[src/rtl/mux_scan_ctrl_pkg.sv]
// Shared definitions for the mux scan sequencer: default geometry and FSM encodings.
package mux_scan_ctrl_pkg;

    localparam int unsigned SelWDefault  = 3;
    localparam int unsigned NumChDefault = 8;
    localparam int unsigned SettleW      = 4;

    typedef enum logic [1:0] {
        StIdle = 2'd0,
        StScan = 2'd1,
        StHold = 2'd2
    } scan_state_e;

endpackage

[src/rtl/mux_scan_ctrl_if.sv]
// Valid/ready word interface between the scan sequencer and its downstream stage.
interface mux_scan_ctrl_if #(
    parameter int unsigned NUM_CH = 8
);
    logic [NUM_CH-1:0] data;
    logic              valid;
    logic              ready;

    modport master (output data, output valid, input ready);
    modport slave  (input data, input valid, output ready);
endinterface

[src/rtl/mux_scan_ctrl_settle_timer.sv]
// Settle down-counter: reloaded on every select change, done while the count is zero.
module mux_scan_ctrl_settle_timer
    import mux_scan_ctrl_pkg::*;
#(
    parameter int unsigned SETTLE_CYCLES = 0
) (
    input  logic clk,
    input  logic rst,
    input  logic load_i,
    output logic done_o
);

    logic [SettleW-1:0] cnt_q, cnt_d;

    always_comb begin
        cnt_d = cnt_q;
        if (load_i) begin
            cnt_d = SettleW'(SETTLE_CYCLES);
        end else if (cnt_q != '0) begin
            cnt_d = cnt_q - SettleW'(1);
        end
    end

    always_ff @(posedge clk) begin
        if (rst) begin
            cnt_q <= '0;
        end else begin
            cnt_q <= cnt_d;
        end
    end

    assign done_o = (cnt_q == '0);

endmodule

[src/rtl/mux_scan_ctrl.sv]
// Scan sequencer: steps the mux select, samples y after settling, and hands off the word.
module mux_scan_ctrl
    import mux_scan_ctrl_pkg::*;
#(
    parameter int unsigned SEL_W         = SelWDefault,
    parameter int unsigned NUM_CH        = NumChDefault,
    parameter int unsigned SETTLE_CYCLES = 0
) (
    input  logic             clk,
    input  logic             rst,
    input  logic             start_i,
    input  logic             cont_i,
    output logic [SEL_W-1:0] sel_o,
    input  logic             y_in_i,
    output logic             busy_o,
    mux_scan_ctrl_if.master  out_if
);

    scan_state_e       state_q, state_d;
    logic [SEL_W-1:0]  sel_q, sel_d;
    logic              busy_q, busy_d;
    logic [NUM_CH-1:0] shadow_q, shadow_d;
    logic [NUM_CH-1:0] data_q, data_d;
    logic              valid_q, valid_d;

    logic settle_done;
    logic timer_load;
    logic last_ch;
    logic handshake;

    assign last_ch   = (sel_q == SEL_W'(NUM_CH - 1));
    assign handshake = valid_q && out_if.ready;

    // Reload on every select change, including scan (re)start.
    always_comb begin
        timer_load = 1'b0;
        unique case (state_q)
            StIdle:  timer_load = start_i;
            StScan:  timer_load = settle_done;
            StHold:  timer_load = handshake && cont_i;
            default: timer_load = 1'b0;
        endcase
    end

    mux_scan_ctrl_settle_timer #(
        .SETTLE_CYCLES (SETTLE_CYCLES)
    ) u_settle_timer (
        .clk    (clk),
        .rst    (rst),
        .load_i (timer_load),
        .done_o (settle_done)
    );

    always_ff @(posedge clk) begin
        if (rst) begin
            state_q <= StIdle;
        end else begin
            state_q <= state_d;
        end
    end

    always_comb begin
        state_d = state_q;
        unique case (state_q)
            StIdle: begin
                if (start_i) state_d = StScan;
            end
            StScan: begin
                if (settle_done && last_ch) state_d = StHold;
            end
            StHold: begin
                if (handshake) state_d = cont_i ? StScan : StIdle;
            end
            default: state_d = StIdle;
        endcase
    end

    always_comb begin
        sel_d    = sel_q;
        busy_d   = busy_q;
        shadow_d = shadow_q;
        data_d   = data_q;
        valid_d  = valid_q;
        unique case (state_q)
            StIdle: begin
                if (start_i) begin
                    sel_d    = '0;
                    busy_d   = 1'b1;
                    shadow_d = '0;
                end
            end
            StScan: begin
                if (settle_done) begin
                    shadow_d[sel_q] = y_in_i;
                    sel_d           = sel_q + SEL_W'(1);
                    if (last_ch) begin
                        // Last bit bypasses the shadow so the word is complete on this edge.
                        data_d             = shadow_q;
                        data_d[NUM_CH-1]   = y_in_i;
                        valid_d            = 1'b1;
                        sel_d              = '0;
                    end
                end
            end
            StHold: begin
                if (handshake) begin
                    valid_d = 1'b0;
                    if (cont_i) begin
                        sel_d    = '0;
                        shadow_d = '0;
                    end else begin
                        busy_d = 1'b0;
                    end
                end
            end
            default: begin
                busy_d  = 1'b0;
                valid_d = 1'b0;
            end
        endcase
    end

    always_ff @(posedge clk) begin
        if (rst) begin
            sel_q    <= '0;
            busy_q   <= 1'b0;
            shadow_q <= '0;
            data_q   <= '0;
            valid_q  <= 1'b0;
        end else begin
            sel_q    <= sel_d;
            busy_q   <= busy_d;
            shadow_q <= shadow_d;
            data_q   <= data_d;
            valid_q  <= valid_d;
        end
    end

    assign sel_o        = sel_q;
    assign busy_o       = busy_q;
    assign out_if.data  = data_q;
    assign out_if.valid = valid_q;

endmodule
[src/flat_wrapper.sv]
// flat-port wrapper written by rule: the top's interface ports become plain ports
module mux_scan_ctrl_flat import mux_scan_ctrl_pkg::*;
#(
    parameter int unsigned SEL_W         = SelWDefault,
    parameter int unsigned NUM_CH        = NumChDefault,
    parameter int unsigned SETTLE_CYCLES = 0
)
  (clk, rst, start_i, cont_i, sel_o, y_in_i, busy_o, out_if_data, out_if_valid, out_if_ready);
  mux_scan_ctrl_if #(.NUM_CH(NUM_CH)) out_if_i ();
  input  logic clk;
  input  logic rst;
  input  logic start_i;
  input  logic cont_i;
  output logic [SEL_W-1:0] sel_o;
  input  logic y_in_i;
  output logic busy_o;
  output wire logic [$bits(out_if_i.data)-1:0] out_if_data;
  output wire logic [$bits(out_if_i.valid)-1:0] out_if_valid;
  input wire logic [$bits(out_if_i.ready)-1:0] out_if_ready;
  assign out_if_data = out_if_i.data;
  assign out_if_valid = out_if_i.valid;
  assign out_if_i.ready = out_if_ready;
  mux_scan_ctrl #(.SEL_W(SEL_W), .NUM_CH(NUM_CH), .SETTLE_CYCLES(SETTLE_CYCLES)) u_core (.clk(clk), .rst(rst), .start_i(start_i), .cont_i(cont_i), .sel_o(sel_o), .y_in_i(y_in_i), .busy_o(busy_o), .out_if(out_if_i));
endmodule
[config.mk]
export PLATFORM = sky130hd
export DESIGN_NAME = mux_scan_ctrl_flat
export DESIGN_NICKNAME = d
export VERILOG_FILES = /design/src/rtl/mux_scan_ctrl_pkg.sv /design/src/rtl/mux_scan_ctrl_if.sv /design/src/rtl/mux_scan_ctrl_settle_timer.sv /design/src/rtl/mux_scan_ctrl.sv /design/src/flat_wrapper.sv
export SDC_FILE = /design/constraint.sdc
export NUM_CORES = 1
export LEC_CHECK = 0
export ABC_AREA = 1
export CAP_MARGIN = 10
export CORE_ASPECT_RATIO = 0.75
export CORE_MARGIN = 5
export CORE_UTILIZATION = 52
export CTS_CLUSTER_SIZE = 30
export DETAILED_ROUTE_END_ITERATION = 16
export GPL_TIMING_DRIVEN = 0
export PLACE_DENSITY = 0.74
export SYNTH_ARGS = -nofsm -noshare
export SYNTH_HDL_FRONTEND = slang
export SYNTH_SLANG_ARGS = --single-unit
[constraint.sdc]
create_clock -name clk -period 1.45 [get_ports clk]
set_input_delay 0.2175 -clock clk [delete_from_list [all_inputs] [get_ports clk]]
set_output_delay 0.2175 -clock clk [all_outputs]
set_load 0.03 [all_outputs]
### After elaboration in Yosys (flattened, before gate mapping)

Index checks and enable logic that the tools add are counted.

* memories kept: 0
* ROM bits: 0
* input bits: 6
* RAM bits: 0
* logic and storage cells: 65
* register bits after elaboration: 27
* latch bits: 0
* output and inout port bits: 13

* reduce and logical (&&, ||, !) cells: 14
* mux-type cells: 28
* shifts and indexed selects: 0
* multiply operators: 0
* bitwise logic cells: 2
* $lt $le $gt $ge: 2
* $add $sub $neg: 2
* equality and inequality tests: 10
* divide/modulo/power cells: 0

Operators by type and width (count)
* $mux 8: 4
* $pmux 8 s3: 1
* $mux 3: 5
* $pmux 1 s3: 3
* $pmux 3 s3: 1
* $bwmux 8: 1
* $mux 1: 8
* $ne 2x1->1 const B: 4
* $reduce_and 4->1: 2
* $mux 2: 3
* $ne 2x2->1 const B: 3
* $pmux 2 s3: 1
* $reduce_and 3->1: 2
* $reduce_and 5->1: 1
* $logic_and 1x1->1: 4
* $logic_not 4->1: 1
* $lt 3x4->1 const B: 1
* $reduce_bool 4->1: 1
* $sub 4x1->4 const B: 1
* $add 3x1->3 const B: 1
* $demux 1 s3: 1
* $eq 3x3->1 const B: 1
* $ge 3x1->1 const B: 1
* $reduce_bool 3->1: 1
* 5 further kinds: 6

### Longest topological paths before layout

* word-level depth: 7
* mapped depth: 9

### Cells and area by module

Synthesis repeated with hierarchy kept, for this count alone.

* cell total of the unflattened synthesis: 178
* area total of the unflattened synthesis: 1296.2 um^2

Modules (own cells, without submodules)
* mux_scan_ctrl: cells each 149, area each 1083.5 um^2, instances 1
* mux_scan_ctrl_settle_timer: cells each 29, area each 212.7 um^2, instances 1

### Worst setup path after synthesis

No wires, ideal clock.

* path kind: reg2reg
* start: register u_core.sel_q[0] (netlist: u_core.sel_o[0])
* end: register u_core.data_q[0] (netlist: u_core.out_if.data[0])
* buffers on the path: 0
* required time: 1.334 ns
* slack: -0.049 ns
* data arrival time: 1.383 ns
* period minus slack after synthesis: 1.499 ns
* cell stages (with the launch flop): 8
* cell sequence: dfxtp_1 > ha_1 > ha_1 > nand2_2 > nor2_8 > inv_4 > nor2_1 > nor2_1

* cells in the longest elaborated chain, start to end: 2

RTL lines
* start, declared: line mux_scan_ctrl.sv:20 `logic [SEL_W-1:0] sel_q, sel_d;`
* start signal, assigned: line mux_scan_ctrl.sv:131 `sel_q <= sel_d;`
* $eq 3x3->1: line mux_scan_ctrl.sv:31 `assign last_ch = (sel_q == SEL_W'(NUM_CH - 1));`
* $reduce_and 3->1 (no line)
* end signal, assigned: line mux_scan_ctrl.sv:134 `data_q <= data_d;`
* end, declared: line mux_scan_ctrl.sv:23 `logic [NUM_CH-1:0] data_q, data_d;`

No other way between the ends.
A chain may end at the register's enable or synchronous reset.

### Final worst setup path

* start: register u_core.sel_q[0] (netlist: u_core.sel_o[0])
* end: output sel_o[0]

RTL lines
* end, declared: line flat_wrapper.sv:14 `output logic [SEL_W-1:0] sel_o;`

No word-level cell between the ends.

==> results.json <==
{
  "fp.dieW_um": 66.6,
  "syn_avg_cell_area_um2": 6.99,
  "h-tree-depth": 1,
  "cts_tree": "yes",
  "cts_made_buffers": 3,
  "finalCritPeriodShare_pct": 94.3,
  "synth_top_cell_area_share_pct": 41.6,
  "relSlewSlack_pct": 69.5,
  "via_per_inst": 5.23,
  "ir_drop_v": 0.000542,
  "synthCells": 179,
  "grt_max_degree": 15,
  "grt_antenna_before_repair": 0,
  "slowest_stage": "dfxtp_4",
  "yosysUniqueCellTypes": 21,
  "coreArea_mm2": 0.00231,
  "overflow": 0,
  "post-route-util_pct": 67.1,
  "tightest_slew_ns": 0.458,
  "dieArea_mm2": 0.00350,
  "r2r-start": "u_core.u_settle_timer.cnt_q[1]",
  "gr-usage-met2_pct": 29.4,
  "drtIter0Drc": 97,
  "p_leak_nw": 0.754,
  "worst_skew_pair.late_latency_ns": 0.33,
  "path_class": "flip-flop to output port",
  "grt_util_met3_pct": 4.72,
  "cp.required_ns": 1.23,
  "tns_ns": 0,
  "first_pass_iters": 4,
  "use_met1_pct": 23.7,
  "period_minus_slack_ns": 1.37,
  "grt_pass1_wl_um": 4860,
  "fillerInstances": 217,
  "first_global_vias": 1155,
  "power.density_mw_per_mm2": 817,
  "hold_buffers": 0,
  "rows": 15,
  "path_cells": "dlygate4sd2_1",
  "vias": 1239,
  "hold-worst-slack_ns": 0.209,
  "crit_start": "u_core.sel_o[0]",
  "syn_nets": 188,
  "cp-end-kind": "output port",
  "critical_path.max_stage_delay_ns": 0.41,
  "die_h_um": 52.5,
  "syn2layout_area_growth_pct": 23.8,
  "antenna_cells_inserted": 0,
  "hold_path.class": "input pin to flip-flop",
  "synth_area_leaders": "dfxtp_1 (42%), nand2_1 (11%), nand3_1 (10%), a21oi_1 (7.2%), inv_1 (6.3%)",
  "slew_viol_final": 0,
  "io_buffers": 17,
  "yosysSeqAreaShare_pct": 41.6,
  "clock_sinks": 26,
  "grt_busiest_layer": "met2",
  "start_util_pct": 54.2,
  "cap_violations": 0,
  "cts_root_buffer": "clkbuf_4",
  "syn_area_mm2": 0.00125,
  "fmax_mhz": 731,
  "yosysTopAreaCell": "dfxtp_1",
  "layout_commonest_cell": "nand2_1",
  "clkTransAtPathRegs_ns": 0.14,
  "hold_start": "rst",
  "start_kind": "flip-flop",
  "fin_skew_ns": 0.00571,
  "num-nets-final": 213,
  "cp.arrival_ns": 1.15,
  "critical_path_buf_inv_count": 1,
  "run_status": "completed",
  "clk_path_buf_depth": 2,
  "final-setup-viol-count": 0,
  "crit_path_max_fanout": 6,
  "route.detailed.drc": 0,
  "ant_nets": 0,
  "routedWlPerCell_um": 12.7,
  "design_area_mm2": 0.00155,
  "dpl_cell_area_mm2": 0.00147,
  "totalWireLength_um": 3020,
  "place_congestion": 0.858,
  "track_usage_pct": 18.1,
  "synth_warnings": 0,
  "final-hold-violation-count": 0,
  "path_delay_family": "flip-flops",
  "layout_common_cells": "nand2_1 (35), nand3_1 (26), dfxtp_1 (22)",
  "dp_hpwl_um": 2010,
  "synth_seq_cells": 26,
  "drive_above_1_share_pct": 15.3,
  "boundaryPins": 19
}
-- area by class of cell --
type	instances	area [µm²]	area share, %
Tap cell	34	42.5	2.75
Sequential cell	26	531	34.2
Multi-Input combinational cell	126	653	42.2
Timing Repair Buffer	19	165	10.7
Inverter	24	95.1	6.14
Buffer	4	26.3	1.70
Clock buffer	4	36.3	2.34
-- flip-flops by register name, indices dropped and copies added, names as in the netlist --
name and count:
u_core.state_q 2, u_core.shadow_q 7, u_core.u_settle_timer.cnt_q 4, u_core.busy_o 1, u_core.sel_o 3, u_core.out_if.data 8, u_core.out_if.valid 1
-- final timing paths --
kind,end,slack (ns),cells after the start
worst max-delay path,sel_o[0],0.08,1
worst min-delay path,u_core.out_if.valid,0.21,2
worst min register to register,u_core.shadow_q[3],0.47,2
worst max register to register,u_core.out_if.data[6],0.10,9
-- where the power goes --
group / total, mW / internal, mW / leakage (nW) / switching (mW)
Clock: 0.373 / 0.154 / 0.0210 / 0.220
Combinational: 0.163 / 0.0570 / 0.520 / 0.106
Sequential: 0.730 / 0.721 / 0.213 / 0.00909
Total: 1.27 / 0.931 / 0.754 / 0.334
-- through the flow --
step	power (mW)	setup WS (ns)	instances
finish	1.27	0.0827	237
global route	1.31	-0.00641	237
CTS	1.26	0.0140	236
detailed placement	0.902	-0.0960	230
global placement	0.899	-0.0376	230
floorplan	0.857	0.102	179
-- layer usage --
| layer | up-vias | share of wire [%] |
|---|---|---|
| li1 | 631 | - |
| met1 | 547 | 47 |
| met2 | 55 | 45 |
| met3 | 6 | 6.9 |
| met4 | 0 | 0.66 |
| met5 | - | 0 |
-- worst register-to-register path, delay by kind of cell, from the launching register on --
kind	cells	cell delay, ns
adders and majority gates	1	0.16
and+or+nand+nor	6	0.61
DFF	1	0.35
buffers and inverters	2	0.14
-- synthesized netlist by cell type --
cell type and count:
a21oi_1 18, a31oi_1 1, buf_4 1, buf_6 1
clkbuf_1 2, dfxtp_1 26, ha_1 3, inv_1 21
inv_2 2, inv_4 1, nand2_1 36, nand2_2 1
nand3_1 26, nand3_2 1, nor2_1 20, nor2_2 3
nor2_4 1, nor2_8 1, nor3_1 2, o21ai_0 11
or2_2 1
-- cells by family (layout without fill, tap and decap cells) --
logic type	after synthesis	in the layout	share of synthesized area (%)
buffers and inverters	28	51	9.50
DFF	26	26	41.6
AOI/OAI and AO/OA	30	30	12.1
and+or+nand+nor	92	93	33.8
adders and majority gates	3	3	3.00
-- timing repair --
action | 4_1_cts | 5_1_grt
pin swaps | 3 | 2
gates resized for setup | 20 | 9
cloned | 1 | 0
buffers inserted | 1 | 1
endpoints found under the setup margin | 23 | 13
Power figures use the tool's default switching activity.
